**src/rtl/mtimer_pkg.sv**
```systemverilog
// Shared register map and reset constants for the mtimer machine-timer peripheral.
// Used by mtimer, the bus decoder and the firmware header generator.
package mtimer_pkg;

    localparam logic [2:0] MTIMER_OFF_MTIME_LO    = 3'd0;
    localparam logic [2:0] MTIMER_OFF_MTIME_HI    = 3'd1;
    localparam logic [2:0] MTIMER_OFF_MTIMECMP_LO = 3'd2;
    localparam logic [2:0] MTIMER_OFF_MTIMECMP_HI = 3'd3;
    localparam logic [2:0] MTIMER_OFF_PRESCALE    = 3'd4;

    // All-ones compare value keeps the interrupt quiet out of reset.
    localparam logic [63:0] MTIMER_CMP_RESET = 64'hFFFF_FFFF_FFFF_FFFF;

    function automatic logic is_mtime_off(input logic [2:0] off);
        return (off == MTIMER_OFF_MTIME_LO) || (off == MTIMER_OFF_MTIME_HI);
    endfunction

endpackage

```
**src/rtl/mtimer_prescaler.sv**
```systemverilog
// Tick divider for mtimer: issues one tick every divisor+1 cycles.
// Only instantiated when MTIMER_PRESCALER_EN is defined.
module mtimer_prescaler (
    input  logic       clk,
    input  logic       resetb,
    input  logic       reload,
    input  logic [7:0] divisor,
    output logic       tick
);

    logic [7:0] r_count;

    assign tick = (r_count == divisor);

    // NOTE: resetb is synchronous, so it is tested inside the clocked branch, not in the sensitivity list.
    always_ff @(posedge clk) begin
        if (!resetb) begin
            r_count <= 8'd0;
        end else if (reload || tick) begin
            r_count <= 8'd0;
        end else begin
            r_count <= r_count + 8'd1;
        end
    end

endmodule

```
**src/rtl/mtimer.sv**
```systemverilog
// RISC-V machine timer: 64-bit mtime, mtimecmp, registered level irq_mtimecmp.
// Optional tick prescaler enabled by defining MTIMER_PRESCALER_EN.
module mtimer
    import mtimer_pkg::*;
#(
    parameter logic [63:0] CMP_RESET = MTIMER_CMP_RESET
) (
    input  logic        clk,
    input  logic        resetb,
    input  logic        sel,
    input  logic        we,
    input  logic [2:0]  addr,
    input  logic [31:0] wdata,
    output logic [31:0] rdata,
    output logic        irq_mtimecmp
);

    logic [63:0] r_mtime;
    logic [63:0] r_mtimecmp;
    logic [31:0] r_hi_shadow;
    logic [31:0] r_rdata;
    logic        r_irq;

    logic        w_wr;
    logic        w_rd;
    logic        w_wr_mtime;
    logic        w_tick;
    logic [7:0]  w_prescale;
    logic [63:0] w_mtime_next;
    logic [31:0] w_rd_mux;

    assign w_wr       = sel && we;
    assign w_rd       = sel && !we;
    assign w_wr_mtime = w_wr && is_mtime_off(addr);

`ifdef MTIMER_PRESCALER_EN
    logic [7:0] r_prescale;

    always_ff @(posedge clk) begin
        if (!resetb) begin
            r_prescale <= 8'd0;
        end else if (w_wr && addr == MTIMER_OFF_PRESCALE) begin
            r_prescale <= wdata[7:0];
        end
    end

    assign w_prescale = r_prescale;

    mtimer_prescaler u_prescaler (
        .clk     (clk),
        .resetb  (resetb),
        .reload  (w_wr_mtime || (w_wr && addr == MTIMER_OFF_PRESCALE)),
        .divisor (r_prescale),
        .tick    (w_tick)
    );
`else
    assign w_prescale = 8'd0;
    assign w_tick     = 1'b1;
`endif

    // A bus write to either mtime half wins over the tick; the other half holds (no carry).
    always_comb begin
        // NOTE: default first so every path assigns the variable and no latch is inferred.
        w_mtime_next = r_mtime;
        if (w_wr && addr == MTIMER_OFF_MTIME_LO) begin
            w_mtime_next[31:0] = wdata;
        end else if (w_wr && addr == MTIMER_OFF_MTIME_HI) begin
            w_mtime_next[63:32] = wdata;
        end else if (w_tick) begin
            w_mtime_next = r_mtime + 64'd1;
        end
    end

    always_comb begin
        w_rd_mux = 32'd0;
        case (addr)
            MTIMER_OFF_MTIME_LO:    w_rd_mux = r_mtime[31:0];
            MTIMER_OFF_MTIME_HI:    w_rd_mux = r_hi_shadow;
            MTIMER_OFF_MTIMECMP_LO: w_rd_mux = r_mtimecmp[31:0];
            MTIMER_OFF_MTIMECMP_HI: w_rd_mux = r_mtimecmp[63:32];
            MTIMER_OFF_PRESCALE:    w_rd_mux = {24'd0, w_prescale};
            default:                w_rd_mux = 32'd0;
        endcase
    end

    // NOTE: sequential state uses non-blocking assignments so every flop samples pre-edge values.
    always_ff @(posedge clk) begin
        if (!resetb) begin
            r_mtime     <= 64'd0;
            r_mtimecmp  <= CMP_RESET;
            r_hi_shadow <= 32'd0;
            r_rdata     <= 32'd0;
            r_irq       <= 1'b0;
        end else begin
            r_mtime <= w_mtime_next;
            r_irq   <= (r_mtime >= r_mtimecmp);
            if (w_wr && addr == MTIMER_OFF_MTIMECMP_LO) begin
                r_mtimecmp[31:0] <= wdata;
            end
            if (w_wr && addr == MTIMER_OFF_MTIMECMP_HI) begin
                r_mtimecmp[63:32] <= wdata;
            end
            if (w_rd) begin
                r_rdata <= w_rd_mux;
                if (addr == MTIMER_OFF_MTIME_LO) begin
                    r_hi_shadow <= r_mtime[63:32];
                end
            end
        end
    end

    assign rdata        = r_rdata;
    assign irq_mtimecmp = r_irq;

endmodule

```
**config.mk**
```make
export PLATFORM = sky130hd
export DESIGN_NAME = mtimer
export DESIGN_NICKNAME = d
export VERILOG_FILES = /design/src/rtl/mtimer_pkg.sv /design/src/rtl/mtimer_prescaler.sv /design/src/rtl/mtimer.sv
export SDC_FILE = /design/constraint.sdc
export NUM_CORES = 1
export LEC_CHECK = 0
export BUFFER_PORTS_ARGS = -buffer_cell sky130_fd_sc_hd__buf_2
export CAP_MARGIN = 15
export CORE_UTILIZATION = 35
export CTS_BUF_LIST = sky130_fd_sc_hd__clkbuf_8
export CTS_CLUSTER_DIAMETER = 100
export DETAILED_ROUTE_END_ITERATION = 10
export GPL_ROUTABILITY_DRIVEN = 0
export HOLD_SLACK_MARGIN = 0.06
export REMOVE_ABC_BUFFERS = 1
export SLEW_MARGIN = 30
export SYNTH_ARGS = -nofsm -noshare
export SYNTH_HDL_FRONTEND = slang
export SYNTH_SLANG_ARGS = --single-unit
```
**constraint.sdc**
```tcl
create_clock -name clk -period 3.3 [get_ports clk]
set_input_delay 0.99 -clock clk [delete_from_list [all_inputs] [get_ports clk]]
set_output_delay 0.99 -clock clk [all_outputs]
set_load 0.02 [all_outputs]
```
Word level (Yosys, flattened, before mapping) --
Index checks and enable logic that the tools add are counted.
Word-level totals: flip-flop bits (word level) 193, bits of input ports 39, word-level logic and storage cells 26, output and inout bits 33
Operators by class: magnitude comparators 1, add/sub/neg operators 1, equality and inequality tests 4, reduce and logical (&&, ||, !) cells 9, muxes and demuxes 4
Operator list (count):
- $pmux W32 S4 | 1
- $mux W32 | 3
- $add A64 B1 Y64 const B | 1
- $ge A64 B64 Y1 | 1
- $eq A3 B2 Y1 const B | 2
- $logic_and A1 B1 Y1 | 6
- $eq A3 B1 Y1 const B | 1
- $logic_not A3 Y1 | 1
- $ne A2 B2 Y1 const B | 1
- $reduce_and A2 Y1 | 1
- $logic_not A1 Y1 | 1

Longest topological paths before layout --
depth in word-level cells 4, mapped depth 10, gate-level depth less buffers 8

Worst setup path before layout --
No wires, ideal clock.
kind input to register, from input port addr[1], to register r_mtime[43], data arrival time 2621 ps, required time 3180 ps, path buffers 4, cell stages on the path 9, path slack 560 ps, setup time 120 ps, cell sequence clkbuf_1 > nor2b_1 > clkbuf_1 > nand2_1 > nand2_1 > clkbuf_1 > clkbuf_1 > nor3_1 > a211o_1
On the way: cells in the longest elaborated chain, start to end 3, elaborated cells between the ends (all ways) 5, those cells by class eq/ne: 1; mux: 1; reduce/logical: 3
Ends and longest elaborated chain:
- from (decl) | RTL line mtimer.sv:12 | input logic [2:0] addr,
- $eq A3 B1 Y1 | RTL line mtimer.sv:67 | end else if (w_wr && addr == MTIMER_OFF_MTIME_HI) begin
- $logic_and A1 B1 Y1 | RTL line mtimer.sv:67
- $mux W32 | RTL line mtimer.sv:67
- to (signal assigned) | RTL line mtimer.sv:95 | r_mtime <= w_mtime_next;
- to (decl) | RTL line mtimer.sv:18 | logic [63:0] r_mtime;
Several ways; a longest one is shown, not always the timed one. A chain may end at the register's enable or synchronous reset.

Final worst setup path --
from register r_mtime[22], to register r_mtime[63]
On the way: cells in the longest elaborated chain, start to end 2
Ends and longest elaborated chain:
- $add A64 B1 Y64 | RTL line mtimer.sv:70 | w_mtime_next = r_mtime + 64'd1;
- $mux W32 | RTL line mtimer.sv:67
No other way between the ends.

==> flow_metrics.tcl <==
set metrics [dict create \
    status "complete, but fails checks" \
    violations "DRC" \
    grt_pass1_wl_mm 57.71 \
    tightest_slew_ns 0.8622 \
    max_freq_mhz 342.0 \
    path_common_cell "or4_1" \
    vias 10950 \
    insertion_delay_ns 0.48 \
    antenna_found_initial 0 \
    synthCells 1446 \
    fp-row-count 64 \
    worstHoldEndpoint "r_hi_shadow[22]" \
    finalSetupTns_ns 0 \
    r2r-end "r_mtime[63]" \
    yosys_warnings 0 \
    postCtsSetupRepairBufs 0 \
    hold_violations 0 \
    core_um2 30750 \
    maxCapViolations 0 \
    hpwlAfterDp_mm 24.88 \
    grt_max_degree 67 \
    min_period_ns 2.924 \
    area_delta_synth_final_pct 11.92 \
    synth_top_area_share_pct 35.19 \
    maxSlewHeadroom_pct 41.04 \
    antennaDiodeCount 0 \
    final_cell_mix "nand2_1 (285), dfxtp_1 (193), o21ai_0 (94), a21oi_1 (91), nor2_1 (90)" \
    cts_tree "built" \
    finalCritPeriodShare_pct 88.61 \
    slowest_delay_ns 0.62 \
    synth_edf_count 0 \
    drive_above_1_share_pct 11.40 \
    cts_max_level 4 \
    yosysUniqueCellTypes 68 \
    drc 8 \
    reg2reg_slack_ns 0.38 \
    grt_remaining_overflow 0 \
    worstPathRequired_ns 3.71 \
    layout_setup_ws_ns 0.3758 \
    min_from "r_hi_shadow[22]" \
    start_util_pct 35.71 \
    path_clk_slew_ns 0.10 \
    viasPerCell 5.825 \
    clock-sinks 193 \
    post_drt_wl_per_cell_um 19.27 \
    slew_viol_final 0 \
    power_mw 4.559 \
    numCtsBuffers 17 \
    dieArea_um2 32090 \
    synth-seq-cells 193 \
    cts-root-buf "clkbuf_8" \
    path_cells "nand3_1 -> nor4_1 -> nand3_2 -> or4_1 -> or4_1 -> a31oi_1" \
    ys_seq_area_share_pct 35.19 \
    clk_path_buf_depth 2 \
    synth.area.top_cells "dfxtp_1 (35%), nand2_1 (9.8%), ha_1 (7.4%)" \
    power.leakage_nw 5.297 \
    cp_slowest_cell "or4_1" \
    ys.flop_type "dfxtp_1" \
    min_path_cells 2 \
    synth_top_area_cell "dfxtp_1" \
    fin_skew_ns 0.01261 \
    io_buffers 71 \
    grt_setup_unrepaired "no" \
    grt_pass1_vias 10180 \
    track_usage_pct 23.09 \
    final_common_cell "nand2_1" \
    dr.pass1.iters 9 \
    dieHeight_um 179.1 \
    min_path_type "flip-flop to flip-flop" \
    syn_area_per_cell_um2 7.594 \
    io_pins 72 \
    crit_path_end_kind "flip-flop" \
    syn_area_um2 10980 \
    setup_violations 0 \
    crit_path_start_kind "flip-flop" \
    drt_iter0_drc 1215 \
    worstReg2RegStart "r_mtime[22]" \
    synthArstFlopShare_pct 0 \
    preCtsSetupSlack_ns 0.4224 \
    nets 1574 \
    ir_drop_v 0.0002544 \
    r2r_cells 6 \
    critPathKind "flip-flop to flip-flop" \
    arrival_ns 3.33 \
    cp_max_fo 8 \
    hold_buffers 0 \
    ant_nets 0 \
    cts_resized 0 \
    die_x_um 179.1 \
    powerDensity_nw_per_um2 371.0 \
    wl_mm 36.20 \
]
-- per-stage QoR --
stage	hold WS, ns	instances	cell area [um2]	utilization (%)
floorplan	0.4333	1335	10560	-
global placement	0.4422	1847	11860	38.58
detailed placement	0.4467	1847	11860	38.58
CTS	0.4606	1879	12290	39.97
global route	0.4773	1879	12290	39.97
finish	0.4592	1879	12290	39.97
-- area by class of cell --
cell class	count	area [um2]
clock buffers	18	247.7
repair buffers	116	783.3
fillers	3240	18460
well taps	396	495.5
clock inverters	14	177.7
multi-input cells	1072	6456
inverters	70	265.3
flip-flops and latches	193	3864
-- routing by layer --
metal | GRT usage (%) | wire (um) | vias to the layer above
li1 | - | - | 5267
met4 | 6.268 | 553 | 0
met2 | 36.90 | 16610 | 392
met3 | 3.117 | 2127 | 44
met1 | 32.30 | 16910 | 5243
met5 | 0 | 0 | -
-- sequential cells by signal, indices dropped and copies added, names as in the netlist --
signal and count:
r_mtime 64, irq_mtimecmp 1, r_mtimecmp 64, r_hi_shadow 32, rdata 32
-- power breakdown --
part,internal [mW],total [mW],switching [mW]
Sequential,2.37,2.41,0.0388
Combinational,0.141,0.429,0.288
Clock,0.785,1.72,0.936
Total,3.30,4.56,1.26
-- worst max-delay path by stage --
stage | startpoint | to | cells after the start
2_1_floorplan | addr[0] | r_mtime[53] | 6
3_3_place_gp | addr[2] | r_mtime[5] | 8
3_5_place_dp | addr[2] | r_mtime[5] | 8
4_1_cts | r_mtime[22] | r_mtime[63] | 6
5_1_grt | r_mtime[22] | r_mtime[63] | 6
6_report | r_mtime[22] | r_mtime[63] | 6
-- cell families after synthesis --
group / Yosys count / share of synthesized area, %
multiplexers: 33 / 3.134
buffers and inverters: 181 / 6.256
flip-flops: 193 / 35.19
adder cells (fa/ha/maj): 65 / 7.407
XOR/XNOR: 1 / 0.07978
AO/OA/AOI/OAI: 424 / 25.13
AND/OR/NAND/NOR: 549 / 22.81
-- synthesized netlist by cell type (12+ instances only) --
cell and count:
nand3_1 33, nor3_1 21, a21oi_1 91, nor2_1 91, inv_1 70, o21ai_0 94
a31oi_1 22, nand2_1 286, o211ai_1 74, dfxtp_1 193, mux2i_1 31, ha_1 65
a22oi_1 54, nand4_1 28, and3_1 18, clkbuf_1 98, a21o_1 12, nor4_1 14
-- worst max-delay path: cells and delay by family (launching register included) --
family,cells,cell delay [ns]
AO/OA/AOI/OAI,1,0.16
AND/OR/NAND/NOR,5,2.17
flip-flops,1,0.53
Power figures use the tool's default switching activity.
